--- src/rtl/mem_port_arbiter_pkg.sv ---
// mem_port_arbiter_pkg: shared memory-port types, limits and address check
package mem_port_arbiter_pkg;
  typedef logic [31:0] addr_t;
  typedef logic [31:0] data_t;
  typedef logic enable_t;
  localparam int unsigned MEM_BYTES = 65536;
  typedef enum logic [1:0] {RSP_READ, RSP_WRITE, RSP_ERR} rsp_kind_e;
  typedef struct packed {
    addr_t       addr;
    logic        we;
    logic [3:0]  wstrb;
    data_t       wdata;
  } mem_req_t;
  function automatic logic addr_ok(input addr_t a);
    return (a < addr_t'(MEM_BYTES)) && (a[1:0] == 2'b00);
  endfunction
endpackage

--- src/rtl/mem_port_arbiter_if.sv ---
// mem_port_arbiter_if: requester-side request/response bundle
interface mem_port_arbiter_if
  import mem_port_arbiter_pkg::*;
#(
  parameter int NUM_REQ = 3
);
  logic [NUM_REQ-1:0]       req_valid;
  logic [NUM_REQ-1:0]       req_ready;
  addr_t [NUM_REQ-1:0]      req_addr;
  logic [NUM_REQ-1:0]       req_we;
  logic [NUM_REQ-1:0][3:0]  req_wstrb;
  data_t [NUM_REQ-1:0]      req_wdata;
  logic [NUM_REQ-1:0]       rsp_valid;
  logic                     rsp_err;
  data_t                    rsp_rdata;
  modport slave (
    input  req_valid, req_addr, req_we, req_wstrb, req_wdata,
    output req_ready, rsp_valid, rsp_err, rsp_rdata
  );
  modport master (
    output req_valid, req_addr, req_we, req_wstrb, req_wdata,
    input  req_ready, rsp_valid, rsp_err, rsp_rdata
  );
endinterface

--- src/rtl/mem_port_arbiter_rr_arbiter.sv ---
// rr_arbiter: combinational round-robin pick, first requester at or after ptr
module rr_arbiter #(
  parameter int N  = 3,
  parameter int IW = $clog2(N)
) (
  input  logic [N-1:0]  req,
  input  logic [IW-1:0] ptr,
  output logic [N-1:0]  gnt,
  output logic [IW-1:0] gnt_idx
);
  logic [IW-1:0] k;
  // scan farthest-first so the nearest valid requester after ptr wins
  always_comb begin
    gnt_idx = '0;
    k = '0;
    for (int i = N - 1; i >= 0; i--) begin
      k = IW'((int'(ptr) + i) % N);
      if (req[k]) gnt_idx = k;
    end
    gnt = |req ? N'(1) << gnt_idx : '0;
  end
endmodule

--- src/rtl/mem_port_arbiter.sv ---
// mem_port_arbiter: round-robin share of one sync-read memory port with
// one-cycle responses and out-of-range/misaligned address rejection
module mem_port_arbiter
  import mem_port_arbiter_pkg::*;
#(
  parameter int NUM_REQ = 3,
  localparam int IDX_W = $clog2(NUM_REQ)
) (
  input  logic                 clk,
  input  logic                 rst_n,
  mem_port_arbiter_if.slave    bus,
  output addr_t                mem_addr_o,
  output enable_t              mem_ren_o,
  output enable_t              mem_wen_o,
  output logic [3:0]           mem_wstrb_o,
  output data_t                mem_wdata_o,
  input  data_t                mem_rdata_i
);
  logic [IDX_W-1:0]   r_ptr, r_owner, w_idx, w_nxt;
  logic               r_pend, w_acc;
  rsp_kind_e          r_kind, w_kind;
  logic [NUM_REQ-1:0] w_gnt;
  mem_req_t           w_req;

  rr_arbiter #(.N(NUM_REQ), .IW(IDX_W)) u_arb (
    .req     (bus.req_valid),
    .ptr     (r_ptr),
    .gnt     (w_gnt),
    .gnt_idx (w_idx)
  );

  always_comb begin
    w_req = '{addr: bus.req_addr[w_idx], we: bus.req_we[w_idx],
              wstrb: bus.req_wstrb[w_idx], wdata: bus.req_wdata[w_idx]};
    w_acc = rst_n && |bus.req_valid;
    w_kind = !addr_ok(w_req.addr) ? RSP_ERR : w_req.we ? RSP_WRITE : RSP_READ;
    w_nxt = (int'(w_idx) == NUM_REQ - 1) ? '0 : w_idx + 1'b1;
    bus.req_ready = w_acc ? w_gnt : '0;
    mem_ren_o = w_acc && w_kind == RSP_READ;
    mem_wen_o = w_acc && w_kind == RSP_WRITE;
    mem_addr_o = (mem_ren_o || mem_wen_o) ? w_req.addr : '0;
    mem_wstrb_o = mem_wen_o ? w_req.wstrb : '0;
    mem_wdata_o = mem_wen_o ? w_req.wdata : '0;
    bus.rsp_valid = r_pend ? NUM_REQ'(1) << r_owner : '0;
    bus.rsp_err = r_pend && r_kind == RSP_ERR;
    bus.rsp_rdata = (r_pend && r_kind == RSP_READ) ? mem_rdata_i : '0;
  end

  always_ff @(posedge clk or negedge rst_n) begin
    if (!rst_n) begin
      r_ptr   <= '0;
      r_pend  <= 1'b0;
      r_owner <= '0;
      r_kind  <= RSP_READ;
    end else begin
      r_pend <= w_acc;
      if (w_acc) begin
        r_ptr   <= w_nxt;
        r_owner <= w_idx;
        r_kind  <= w_kind;
      end
    end
  end
endmodule

--- src/flat_wrapper.sv ---
// flat-port wrapper written by rule: the top's interface ports become plain ports
module mem_port_arbiter_flat import mem_port_arbiter_pkg::*;
#(
  parameter int NUM_REQ = 3,
  localparam int IDX_W = $clog2(NUM_REQ)
)
  (clk, rst_n, mem_addr_o, mem_ren_o, mem_wen_o, mem_wstrb_o, mem_wdata_o, mem_rdata_i, bus_req_valid, bus_req_addr, bus_req_we, bus_req_wstrb, bus_req_wdata, bus_req_ready, bus_rsp_valid, bus_rsp_err, bus_rsp_rdata);
  mem_port_arbiter_if #(.NUM_REQ(NUM_REQ)) bus_i ();
  input  logic clk;
  input  logic rst_n;
  output addr_t mem_addr_o;
  output enable_t mem_ren_o;
  output enable_t mem_wen_o;
  output logic [3:0] mem_wstrb_o;
  output data_t mem_wdata_o;
  input  data_t mem_rdata_i;
  input wire logic [$bits(bus_i.req_valid)-1:0] bus_req_valid;
  input wire logic [$bits(bus_i.req_addr)-1:0] bus_req_addr;
  input wire logic [$bits(bus_i.req_we)-1:0] bus_req_we;
  input wire logic [$bits(bus_i.req_wstrb)-1:0] bus_req_wstrb;
  input wire logic [$bits(bus_i.req_wdata)-1:0] bus_req_wdata;
  output wire logic [$bits(bus_i.req_ready)-1:0] bus_req_ready;
  output wire logic [$bits(bus_i.rsp_valid)-1:0] bus_rsp_valid;
  output wire logic [$bits(bus_i.rsp_err)-1:0] bus_rsp_err;
  output wire logic [$bits(bus_i.rsp_rdata)-1:0] bus_rsp_rdata;
  assign bus_i.req_valid = bus_req_valid;
  assign bus_i.req_addr = bus_req_addr;
  assign bus_i.req_we = bus_req_we;
  assign bus_i.req_wstrb = bus_req_wstrb;
  assign bus_i.req_wdata = bus_req_wdata;
  assign bus_req_ready = bus_i.req_ready;
  assign bus_rsp_valid = bus_i.rsp_valid;
  assign bus_rsp_err = bus_i.rsp_err;
  assign bus_rsp_rdata = bus_i.rsp_rdata;
  mem_port_arbiter #(.NUM_REQ(NUM_REQ)) u_core (.clk(clk), .rst_n(rst_n), .bus(bus_i), .mem_addr_o(mem_addr_o), .mem_ren_o(mem_ren_o), .mem_wen_o(mem_wen_o), .mem_wstrb_o(mem_wstrb_o), .mem_wdata_o(mem_wdata_o), .mem_rdata_i(mem_rdata_i));
endmodule
--- config.mk ---
export PLATFORM = sky130hd
export DESIGN_NAME = mem_port_arbiter_flat
export DESIGN_NICKNAME = d
export VERILOG_FILES = /design/src/rtl/mem_port_arbiter_pkg.sv /design/src/rtl/mem_port_arbiter_if.sv /design/src/rtl/mem_port_arbiter_rr_arbiter.sv /design/src/rtl/mem_port_arbiter.sv /design/src/flat_wrapper.sv
export SDC_FILE = /design/constraint.sdc
export NUM_CORES = 1
export LEC_CHECK = 0
export CORE_AREA = 8 8 130 132
export CTS_BUF_LIST = sky130_fd_sc_hd__clkbuf_16
export CTS_CLUSTER_SIZE = 30
export DETAILED_ROUTE_END_ITERATION = 7
export DIE_AREA = 0 0 138 140
export PLACE_DENSITY = 0.65
export SLEW_MARGIN = 0
export SYNTH_ARGS = -nofsm -noshare
export SYNTH_HDL_FRONTEND = slang
export SYNTH_HIERARCHICAL = 1
export SYNTH_SLANG_ARGS = --single-unit
export TNS_END_PERCENT = 1
--- constraint.sdc ---
create_clock -name clk -period 2.93 [get_ports clk]
set_input_delay 0.293 -clock clk [delete_from_list [all_inputs] [get_ports clk]]
set_output_delay 0.293 -clock clk [all_outputs]
set_load 0.01 [all_outputs]
==> out/results.tsv, run 1 <==
metric	value	unit
status	complete, but fails checks	
failed_checks	negative setup slack	
grt_use_total	0.1711	
synthFlopType	dfrtp_1	
yosysTopAreaCell	mux2i_1	
finalSetupViolations	53	
dieHeight	140	um
fin_crit	3556	ps
grt-ovfl-total	0	
post_dp_cell_area	0.006586	mm^2
async_flop_share	1.000	
hold_viol	0	
cp-start-kind	register	
r2r_slack	-100	ps
slowest_stage	dfrtp_1	
synth_edf_count	0	
grt_setup_unrepaired	true	
std_cell_rows	45	
cp.arrival	3260	ps
synth_area_leaders	mux2i_1 (20%), nor2_1 (11%), a21oi_1 (10%), and2_1 (9.1%), nor3_2 (7.3%)	
max_stage_delay	420	ps
synth_compound_area_frac	0.1695	
hpwlAfterDp	14.18	mm
ioPinCount	353	
fmaxAchievable	281.2	MHz
critPathCaptureType	output pin	
drtIter0Drc	120	
synth.most_common_cell	nor2_1	
drc_errors	0	
synthTopCellsByCount	nor2_1 (74), a21oi_1 (53), mux2i_1 (52)	
ys_seq_area_frac	0.06686	
nets	1028	
yosys_warnings	6	
synthDistinctLibCells	44	
clock-sinks	7	
hold_buffers	0	
netlist_instances	392	
grt_pass1_wl	26.63	mm
finalCritPeriodShare	1.214	
worst_path_most_repeated_cell	buf_6	
irDropWorstVdd	0.0003895	V
maxSlewViolCount	0	
hp-class	input port to asynchronous set/reset pin	
cts_tree	built	
place_inst	937	
clk_pin_slew	30	ps
dr.pass1.iters	4	
postSynthAreaPerCell	6.684	um^2
synth.area.mux_share	0.2044	
setup_tns	-27230	ps
gp_congestion	0.7839	
cts_buffer_depth	2	
cp_top_family	buffers and inverters	
drv_cap	0	
worst_ep_required_time	2640	ps
grt_start_max_net_pins	33	
htreeDepth	1	
synth_top_area_frac	0.1987	
rr_worst_depth	16	
power_density	595.9	mW/mm^2
via_per_inst	4.365	
vias	4221	
final_area	0.007010	mm^2
antenna_cells	0	
synth-xor-area-share	0	
initial_core_util	0.1763	
timing.rr.start	u_core/r_ptr[1]$_DFFE_PN0P_	
grt_pass1_vias	4548	
clk_root_buffer_cell	clkbuf_16	
ant_nets	0	
finalPower	4.177	mW
core_area	0.01486	mm^2
synth-simple-area-share	0.4136	
die_area	0.01932	mm^2
stdcell_count	967	
crit_chain	ha_4 > buf_4 > nand2_1 > o31a_1 > o32ai_4 > and2_4 > buf_6 > nor2_2 > a211oi_2 > buf_4 > nand3_4 > buf_12 > buf_12 > buf_6 > nor3_4 > buf_6	
rr_endpoint	u_core/r_kind[1]$_DFFE_PN0P_	
drive_gt1_frac	0.2644	
numPortBuffers	334	
synth_top_family_by_area	simple AND/OR/NAND/NOR gates	
power_leakage	2.982	nW
avgRoutedWirePerCell	18.17	um
crit_buf_inv	7	
antenna_found_initial	0	
worst_hold_slack	434.6	ps
area_growth	167.6	%
fin_skew	2.389	ps
synth_seq_cells	7	
dieWidth	138	um
crit_type	register to output pin	
crit_path_max_fanout	7	
synth-adder-area-share	0.01910	
fillers	1489	
totalWireLength	17.58	mm
insertion_delay	230	ps
numCtsBuffers	3	
synth_area	0.002620	mm^2
setup_slack	-626.3	ps
[cell usage in the layout, fill, tap and decap left out, types with 4 or more instances in the layout]
cell             count
inv_1                4
nor2_2               4
and2_1              36
nor3_4              19
buf_6               13
clkdlybuf4s50_1    278
buf_2               46
nand2_1             19
mux2i_1             51
buf_4               62
buf_16               4
nor2_1              68
nor4_1               4
nor3_1              12
buf_12               6
nor3_2              11
dfrtp_1              7
conb_1              18
a21oi_1             52
[report_power, final]
part | switching [mW] | internal [mW]
Combinational | 1.97 | 1.83
Clock | 0.0465 | 0.177
Sequential | 0.0247 | 0.123
[logic make-up (layout without fill, tap and decap cells)]
kind of cell / Yosys count / in the layout
mux: 53 / 53
buf+inv: 55 / 424
fa+ha+maj: 4 / 4
simple gates: 199 / 200
other cells: 1 / 18
compound gates: 73 / 73
flops: 7 / 7
[stage by stage]
step / utilization / setup slack [ps]
2_1_floorplan: - / -45.21
3_3_place_gp: 0.4431 / -828.5
3_5_place_dp: 0.4431 / -862.9
4_1_cts: 0.4677 / -581.5
5_1_grt: 0.4716 / -789.1
6_report: 0.4716 / -626.3
[per-layer routing]
| metal | global-route usage | up-vias | routed length [um] |
|---|---|---|---|
| li1 | - | 2108 | - |
| met1 | 0.1850 | 1876 | 6796 |
| met2 | 0.3168 | 231 | 9106 |
| met3 | 0.06187 | 6 | 1567 |
| met4 | 0.02574 | 0 | 104 |
| met5 | 0 | - | 0 |
[registers in the layout, summed over array words and instances, names as in the netlist]
| register | count |
|---|---|
| u_core/r_pend | 1 |
| u_core/r_ptr | 2 |
| u_core/r_owner | 2 |
| u_core/r_kind | 2 |
[how the worst max path moves through the flow]
stage	startpoint	to	slack, ps	cells past startpoint
after detailed placement	bus_req_valid[0]	mem_addr_o[9]	-860	13
after global placement	bus_req_valid[2]	mem_wdata_o[24]	-830	13
after CTS	u_core/r_ptr[1]$_DFFE_PN0P_	mem_wdata_o[12]	-580	14
final	u_core/r_ptr[1]$_DFFE_PN0P_	mem_wdata_o[14]	-630	16
after floorplan	u_core/r_ptr[0]$_DFFE_PN0P_	mem_wdata_o[12]	-50	14
after global routing	u_core/r_ptr[1]$_DFFE_PN0P_	mem_ren_o	-790	17
[timing repair]
| item | CTS | global route |
|---|---|---|
| gates cloned | 5 | 0 |
| resized for setup | 273 | 12 |
| pin swaps | 39 | 13 |
| buffers inserted | 19 | 2 |
| endpoints found under the setup margin | 54 | 56 |
[area by class of cell]
cell class	count	area (um^2)	share of cell area
tap	188	235.2	0.03355
multi-input combinational	348	2582	0.3684
timing repair buffer	415	3920	0.5592
clock inverter	1	3.754	0.0005354
sequential	7	175.2	0.02499
inverter	5	18.77	0.002677
clock buffer	3	75.07	0.01071
Note: power is estimated with default switching activity, not from simulation.
==> inputs of run 2 (changes only) <==
SLEW_MARGIN = not set   (was 0)
==> results of run 2 <==
No change in the layout: final DEF, timing and power equal those of run 1.
